### config.mk
export PLATFORM = sky130hd
export DESIGN_NAME = mealey_accum_mc
export DESIGN_NICKNAME = d
export VERILOG_FILES = /design/src/rtl/mealey_accum_mc.sv
export SDC_FILE = /design/constraint.sdc
export NUM_CORES = 1
export LEC_CHECK = 0
export ABC_AREA = 1
export BUFFER_PORTS_ARGS = -buffer_cell sky130_fd_sc_hd__buf_4
export CAP_MARGIN = 20
export CORE_UTILIZATION = 50
export CTS_BUF_LIST = sky130_fd_sc_hd__clkbuf_16
export DETAILED_ROUTE_END_ITERATION = 10
export HOLD_SLACK_MARGIN = 0.03
export PLACE_DENSITY = 0.72
export SYNTH_ARGS = -nofsm -noshare
export SYNTH_HDL_FRONTEND = slang
export SYNTH_SLANG_ARGS = --single-unit
### constraint.sdc
create_clock -name system1000 -period 2.75 [get_ports system1000]
set_input_delay 0.1375 -clock system1000 [delete_from_list [all_inputs] [get_ports system1000]]
set_output_delay 0.1375 -clock system1000 [all_outputs]
set_load 0.03 [all_outputs]
### src/rtl/mealey_accum_mc.sv
// Multi-channel signed Mealy accumulator: one running sum per channel, updated
// on each valid sample, with the registered result one cycle later.
module mealey_accum_mc #(
  parameter int WIDTH    = 9,
  parameter int CHANNELS = 4,
  parameter int SATURATE = 1,
  parameter int CW       = (CHANNELS > 1) ? $clog2(CHANNELS) : 1
) (
  input  logic                    system1000,
  input  logic                    system1000_rst,
  input  logic                    input_valid,
  input  logic [CW-1:0]           input_chan,
  input  logic                    input_clear,
  input  logic signed [WIDTH-1:0] input_0,
  output logic                    output_valid,
  output logic [CW-1:0]           output_chan,
  output logic signed [WIDTH-1:0] output_0,
  output logic                    output_ovf
);

  localparam logic signed [WIDTH-1:0] MAX_VAL = {1'b0, {(WIDTH-1){1'b1}}};
  localparam logic signed [WIDTH-1:0] MIN_VAL = {1'b1, {(WIDTH-1){1'b0}}};

  logic signed [WIDTH-1:0] acc_q [CHANNELS];
  logic signed [WIDTH-1:0] acc_sel;
  logic signed [WIDTH:0]   sum;
  logic signed [WIDTH-1:0] result;
  logic                    sum_ovf;
  logic                    result_ovf;
  logic                    chan_ok;
  logic                    accept;

  // Out-of-range indices only exist when CHANNELS is not a power of two.
  assign chan_ok = ({1'b0, input_chan} < (CW+1)'(CHANNELS));
  assign accept  = input_valid && chan_ok;

  always_comb begin
    acc_sel = '0;
    for (int i = 0; i < CHANNELS; i++) begin
      if (input_chan == CW'(i)) acc_sel = acc_q[i];
    end
  end

  assign sum     = {acc_sel[WIDTH-1], acc_sel} + {input_0[WIDTH-1], input_0};
  assign sum_ovf = sum[WIDTH] ^ sum[WIDTH-1];

  always_comb begin
    result     = sum[WIDTH-1:0];
    result_ovf = sum_ovf;
    if (input_clear) begin
      result     = input_0;
      result_ovf = 1'b0;
    end else if ((SATURATE != 0) && sum_ovf) begin
      // The extra top bit carries the true sign of the unclamped sum.
      result = sum[WIDTH] ? MIN_VAL : MAX_VAL;
    end
  end

  genvar gi;
  generate
    for (gi = 0; gi < CHANNELS; gi++) begin : g_chan
      logic signed [WIDTH-1:0] acc_reg;
      always_ff @(posedge system1000) begin
        if (system1000_rst) begin
          acc_reg <= '0;
        end else if (accept && (input_chan == CW'(gi))) begin
          acc_reg <= result;
        end
      end
      assign acc_q[gi] = acc_reg;
    end
  endgenerate

  always_ff @(posedge system1000) begin
    if (system1000_rst) begin
      output_valid <= 1'b0;
      output_chan  <= '0;
      output_0     <= '0;
      output_ovf   <= 1'b0;
    end else begin
      output_valid <= accept;
      if (accept) begin
        output_chan <= input_chan;
        output_0    <= result;
        output_ovf  <= result_ovf;
      end else begin
        output_ovf  <= 1'b0;
      end
    end
  end

endmodule

==> summary.md, run 1 <==
| Metric | Value |
|---|---|
| Status | finished, final reports clean |
| Post-route non-filler standard cell count | 505 |
| Final setup fails | 0 |
| DR WL/cell | 13.9 um |
| Switching share of power | 0.306 |
| Syn nets | 408 |
| Max Slew Vio Count | 0 |
| Crit path time final | 2.50 ns |
| Share of layout cells above drive strength 1 | 0.257 |
| DP Area | 3170 um2 |
| CTS Sinks | 49 |
| Synth top area share | 0.359 |
| Worst-skew pair later-pin latency | 0.29 ns |
| CTS tree | yes |
| Placed wire-length estimate | 5.24 mm |
| Input/output buffers | 27 |
| Initial antenna violation count | 0 |
| Vias post-DR | 2,699 |
| H-tree depth | 2 |
| Flop pwr share | 0.385 |
| IO Pins | 28 |
| Routed vias/inst | 5.34 |
| Starting Density | 0.528 |
| Total wire length | 7.04 mm |
| Setup crit end | output_0[2] |
| Clk root buf | clkbuf_16 |
| Yosys top cell by area | dfxtp_1 |
| Yosys warning total | 0 |
| RR Startpoint | g_chan[1].acc_reg[0] |
| Post-DRT Antenna Nets | 0 |
| Seq cells post-synth | 49 |
| Pre-CTS setup slack | -0.0516 ns |
| Synthesized area | 2730 um2 |
| Final Hold Vio Count | 0 |
| Max-cap violations | 0 |
| Largest net degree at the start of global routing | 28 |
| Placed cell count | 495 |
| Avg Inst Size Synth | 7.13 um2 |
| Yosys cell types | 34 |
| Post-synth top cells | 72 x nand2_1, 49 x dfxtp_1, 49 x inv_1, 33 x a21oi_1, 31 x o21ai_0 |
| Core ar. | 5170 um2 |
| Leakage Power | 1.63 nW |
| FMAX | 399 MHz |
| CP max FO | 5 |
| Kind of critical path | reg2reg |
| Row count | 26 |
| DRT iter0 DRCs | 170 |
| Count leader, synth | nand2_1 |
| Req. time, crit path | 2.92 ns |
| Gr ovfl total | 0 |
| Total iterations of the first detailed-routing run | 5 |
| GPL Wtd Cong | 0.914 |
| Number of synthesized flops with an enable pin | 0 |
| Worst Slack Setup Final | 0.246 ns |
| CTS Buf Count | 5 |
| Power consumption | 2.01 mW |
| GR Util All Layers | 0.257 |
| Setup TNS | 0 ns |
| Final Hold Slack | 0.186 ns |
| Unrepaired setup endpoints after global routing | no |
| FFs w/ async S/R, synth | 0 |
| Die Y | 75.9 um |
| Nets@finish | 459 |
| Max reg flops | 36 |
| Vias in the first global route | 2,500 |
| WP data arrival | 2.67 ns |
| Worst hold path class | in2reg |
| Clock tree buffer depth | 2 |
| Worst Skew | 0.00456 ns |
| P_sw | 616 uW |
| Die area | 5760 um2 |
| Worst Setup SP | g_chan[1].acc_reg[0] |
| Logic pwr share | 0.276 |
| R2r worst-path depth | 16 |
| Least-Margin Pin Slew | 0.560 ns |
| Critical Path Start Type | register |
| Sequential-to-total area share from yosys stat | 0.359 |
| Final critical-path share of the clock period | 0.911 |
| Synth top area cells | dfxtp_1 36%, nand2_1 9.9%, inv_1 6.7% |
| Final Util | 0.652 |
| R2R setup slack | 0.25 ns |
| First-pass GRT wire length | 11.8 mm |
| Number of fill cells in the layout | 461 |
| Reg-to-Reg End | output_0[2] |
| Crit end category | register |
| DRC | 0 |
| Die X | 75.9 um |
| Internal power | 1.40 mW |
| CTS clk-pin slew, worst paths | 0.06 ns |
| Relative slew slack | 0.626 |
| Mapped Cells | 383 |
| Final Cell Area | 3370 um2 |
| # diodes | 0 |
| PD cells | 597 nW/um2 |
| Synth Flop Type | dfxtp_1 |
| Area delta synth->final | 23.4% |
| Peak VDD IR | 0.380 mV |
| Clock Power Share | 0.339 |
cell type report:
| class | count | area (um2) | share of cell area |
|---|---|---|---|
| clock inverter | 3 | 41.3 | 0.0122 |
| sequential | 49 | 981 | 0.291 |
| clock buffer | 5 | 125 | 0.0371 |
| inverter | 50 | 188 | 0.0557 |
| tap | 70 | 87.6 | 0.0260 |
| timing repair buffer | 56 | 420 | 0.125 |
| multi-input combinational | 272 | 1530 | 0.453 |
worst max-delay path: stages (launching register included):
cell	delay (ns)
dfxtp_1	0.30
inv_1	0.07
o221ai_1	0.11
o21ai_0	0.09
o21ai_0	0.11
ha_1	0.23
fa_2	0.38
nand3_1	0.09
nand2_1	0.08
nand2_1	0.12
nand2_1	0.08
nand2_1	0.08
nand2_2	0.08
a21oi_4	0.27
nand2_2	0.13
nand2_2	0.10
a21oi_1	0.06
what timing repair did:
item / in CTS / in global routing
buffers inserted: 0 / 2
hold buffers: 0 / 0
gates resized for setup: 0 / 8
setup endpoints to repair: 0 / 43
metal layers:
metal | vias to the layer above | wire length (um) | GRT usage
met5 | - | 0 | 0
met4 | 0 | 201 | 0.106
met3 | 16 | 469 | 0.0506
met2 | 89 | 3290 | 0.425
met1 | 1239 | 3080 | 0.326
li1 | 1355 | - | -
cell usage in the layout, fill, tap and decap left out, types with 6 or more instances in the layout:
master,instances
nand2_1,71
buf_4,56
inv_1,49
dfxtp_1,49
a21oi_1,33
nor2_1,30
o21ai_0,27
nand3_1,21
nand2_2,20
ha_1,9
o21ai_1,7
a21oi_2,6
power by group through the flow:
stage	Combinational, mW	Clock, mW	Sequential (mW)
after global routing	0.614	0.730	0.780
after global placement	0.535	0	0.790
after floorplan	0.341	0	0.817
after CTS	0.545	0.698	0.775
after detailed placement	0.542	0	0.790
final	0.555	0.682	0.776
logic make-up (layout without fill, tap and decap cells):
family | after synthesis | count (layout) | share of synthesized area
AND/OR/NAND/NOR | 161 | 161 | 0.274
AO/OA/AOI/OAI | 96 | 96 | 0.215
buffers and inverters | 62 | 114 | 0.0870
flip-flops | 49 | 49 | 0.359
adder cells (fa/ha/maj) | 10 | 10 | 0.0486
XOR/XNOR | 5 | 5 | 0.0160
how the worst min path moves through the flow:
stage / slack [ns] / cells after the start / to / from
after global routing: 0.20 / 3 / output_0[6] / input_0[6]
after CTS: 0.19 / 3 / g_chan[1].acc_reg[6] / input_0[6]
final: 0.19 / 3 / g_chan[1].acc_reg[6] / input_0[6]
after global placement: 0.45 / 2 / output_chan[0] / output_chan[0]
after detailed placement: 0.46 / 2 / g_chan[2].acc_reg[3] / g_chan[2].acc_reg[3]
after floorplan: 0.30 / 2 / output_chan[1] / input_valid
Power figures use the tool's default switching activity.
==> run 2: changes to the inputs <==
--- a/config.mk
+++ b/config.mk
@@ -8,8 +8,9 @@
 export ABC_AREA = 1
 export BUFFER_PORTS_ARGS = -buffer_cell sky130_fd_sc_hd__buf_4
 export CAP_MARGIN = 20
+export CORE_ASPECT_RATIO = 1.25
 export CORE_UTILIZATION = 50
-export CTS_BUF_LIST = sky130_fd_sc_hd__clkbuf_16
+export CTS_BUF_LIST = sky130_fd_sc_hd__clkbuf_4 sky130_fd_sc_hd__clkbuf_8 sky130_fd_sc_hd__clkbuf_16
 export DETAILED_ROUTE_END_ITERATION = 10
 export HOLD_SLACK_MARGIN = 0.03
 export PLACE_DENSITY = 0.72
==> run 2 against run 1 <==
- setup slack improved by 0.025 ns
- die area about the same
- largest cell class unchanged
- combinational power shrank 7.0%
- critical endpoint is now g_chan[1].acc_reg[7]
- design area is 7.1% lower
==> summary.md, run 2 (synthesis gave the netlist of run 1 again) <==
| Metric | Value |
|---|---|
| Initial antenna violation count | 0 |
| Clk root buf | clkbuf_8 |
| Cells on Worst Hold Path | 3 |
| Final critical-path share of the clock period | 0.902 |
| Number of fill cells in the layout | 482 |
| Starting Density | 0.530 |
| Worst hold path class | in2reg |
| Hold Buf Count CTS | 0 |
| Die X | 68.1 um |
| Core ar. | 5150 um2 |
| H-tree depth | 2 |
| Max reg flops | 36 |
| DR WL/cell | 14.3 um |
| Number of setup buffers added after CTS | 0 |
| Most common cell after layout, fill and taps aside | nand2_1 |
| Gr ovfl total | 0 |
| GPL Wtd Cong | 0.869 |
| Post-cts resize count | 0 |
| # diodes | 0 |
| CTS Buf Count | 5 |
| Unrepaired setup endpoints after global routing | no |
| FMAX | 403 MHz |
| Crit end category | register |
| Final setup fails | 0 |
| Share of layout cells above drive strength 1 | 0.219 |
| Kind of critical path | reg2reg |
| Row count | 29 |
| Input/output buffers | 27 |
| Status | finished, final reports clean |
| DRC | 0 |
| Clock tree buffer depth | 2 |
| Register area | 981 um2 |
| Leakage Power | 1.50 nW |
| R2r worst-path depth | 17 |
| Vias post-DR | 2,575 |
| Nets@finish | 440 |
| Max Slew Vio Count | 0 |
| CTS clk-pin slew, worst paths | 0.09 ns |
| Routed vias/inst | 5.39 |
| CP max FO | 5 |
| Worst Skew | 0.00493 ns |
| Req. time, crit path | 2.97 ns |
| Setup TNS | 0 ns |
| Worst-skew pair later-pin latency | 0.30 ns |
| First-pass GRT wire length | 11.3 mm |
| Crit path time final | 2.48 ns |
| Total iterations of the first detailed-routing run | 4 |
| CTS tree | yes |
| Die Y | 84.6 um |
| Largest net degree at the start of global routing | 28 |
| DRT iter0 DRCs | 142 |
| Final Util | 0.608 |
| Total wire length | 6.81 mm |
| Critical Path Start Type | register |
| Area of the multi-input gates | 1520 um2 |
| Vias in the first global route | 2,381 |
| CTS Sinks | 49 |
| GR Util All Layers | 0.260 |
| Placed wire-length estimate | 5.07 mm |
| Least-Margin Pin Slew | 0.564 ns |
| Most frequent cells in the layout | 71 x nand2_1, 49 x inv_1, 49 x dfxtp_1 |
| Peak VDD IR | 0.324 mV |
| PD cells | 551 nW/um2 |
| Die area | 5760 um2 |
| IO Pins | 28 |
| WP data arrival | 2.70 ns |
| Area delta synth->final | 14.6% |
| Max-cap violations | 0 |
| Post-DRT Antenna Nets | 0 |
| Final Hold Vio Count | 0 |
| Relative slew slack | 0.624 |
-- run 2: final timing paths --
| check | from | end | slack, ns |
|---|---|---|---|
| max | g_chan[2].acc_reg[1] | g_chan[1].acc_reg[7] | 0.27 |
| min | input_0[6] | output_0[6] | 0.17 |
| max reg2reg | g_chan[2].acc_reg[1] | g_chan[1].acc_reg[7] | 0.27 |
| min reg2reg | output_chan[0] | output_chan[0] | 0.47 |
-- run 2: power by group --
| part | total [mW] | leakage, nW | internal (mW) | switching [mW] |
|---|---|---|---|---|
| combinational | 0.516 | 1.06 | 0.183 | 0.333 |
| sequential | 0.774 | 0.402 | 0.754 | 0.0207 |
| clock | 0.436 | 0.0408 | 0.189 | 0.247 |
| total | 1.73 | 1.50 | 1.13 | 0.601 |
-- run 2: layout make-up --
type                            count  share of cell area
Multi-Input combinational cell    272               0.484
Clock buffer                        6              0.0244
Tap cell                           62              0.0248
Inverter                           50              0.0600
Clock inverter                      2             0.00480
Timing Repair Buffer               37              0.0887
Sequential cell                    49               0.313
-- run 2: per-layer routing --
layer  vias to the layer above  track usage  wire (um)
met5                         -            0          0
met4                         0       0.0947         93
met3                        10       0.0476        491
met2                        89        0.405       3170
met1                      1163        0.352       3060
li1                       1313            -          -
-- run 2: critical path, cell delays in order, from the launching register on --
cell and delay (ns):
dfxtp_1 0.32, o21ai_0 0.18, o221ai_1 0.14, o21ai_0 0.10, inv_1 0.12, fa_1 0.45
nand3_1 0.10, nand2_1 0.07, nand2_1 0.10, nand2_1 0.07, nand2_1 0.07, nand2_2 0.08
nand2_2 0.10, nand2_2 0.07, o21ai_2 0.15, nand3_1 0.14, nand2_1 0.09, inv_1 0.03
-- run 2: per-stage QoR --
| stage | hold WS [ns] | total power [mW] | cell area [um2] | worst slack [ns] | cells |
|---|---|---|---|---|---|
| floorplan | 0.301 | 1.16 | 2730 | 0.101 | 383 |
| global placement | 0.451 | 1.29 | 3040 | 0.0944 | 470 |
| detailed placement | 0.457 | 1.30 | 3040 | 0.0904 | 470 |
| CTS | 0.164 | 1.73 | 3130 | 0.220 | 478 |
| global route | 0.169 | 1.82 | 3130 | 0.0836 | 478 |
| finish | 0.172 | 1.73 | 3130 | 0.271 | 478 |
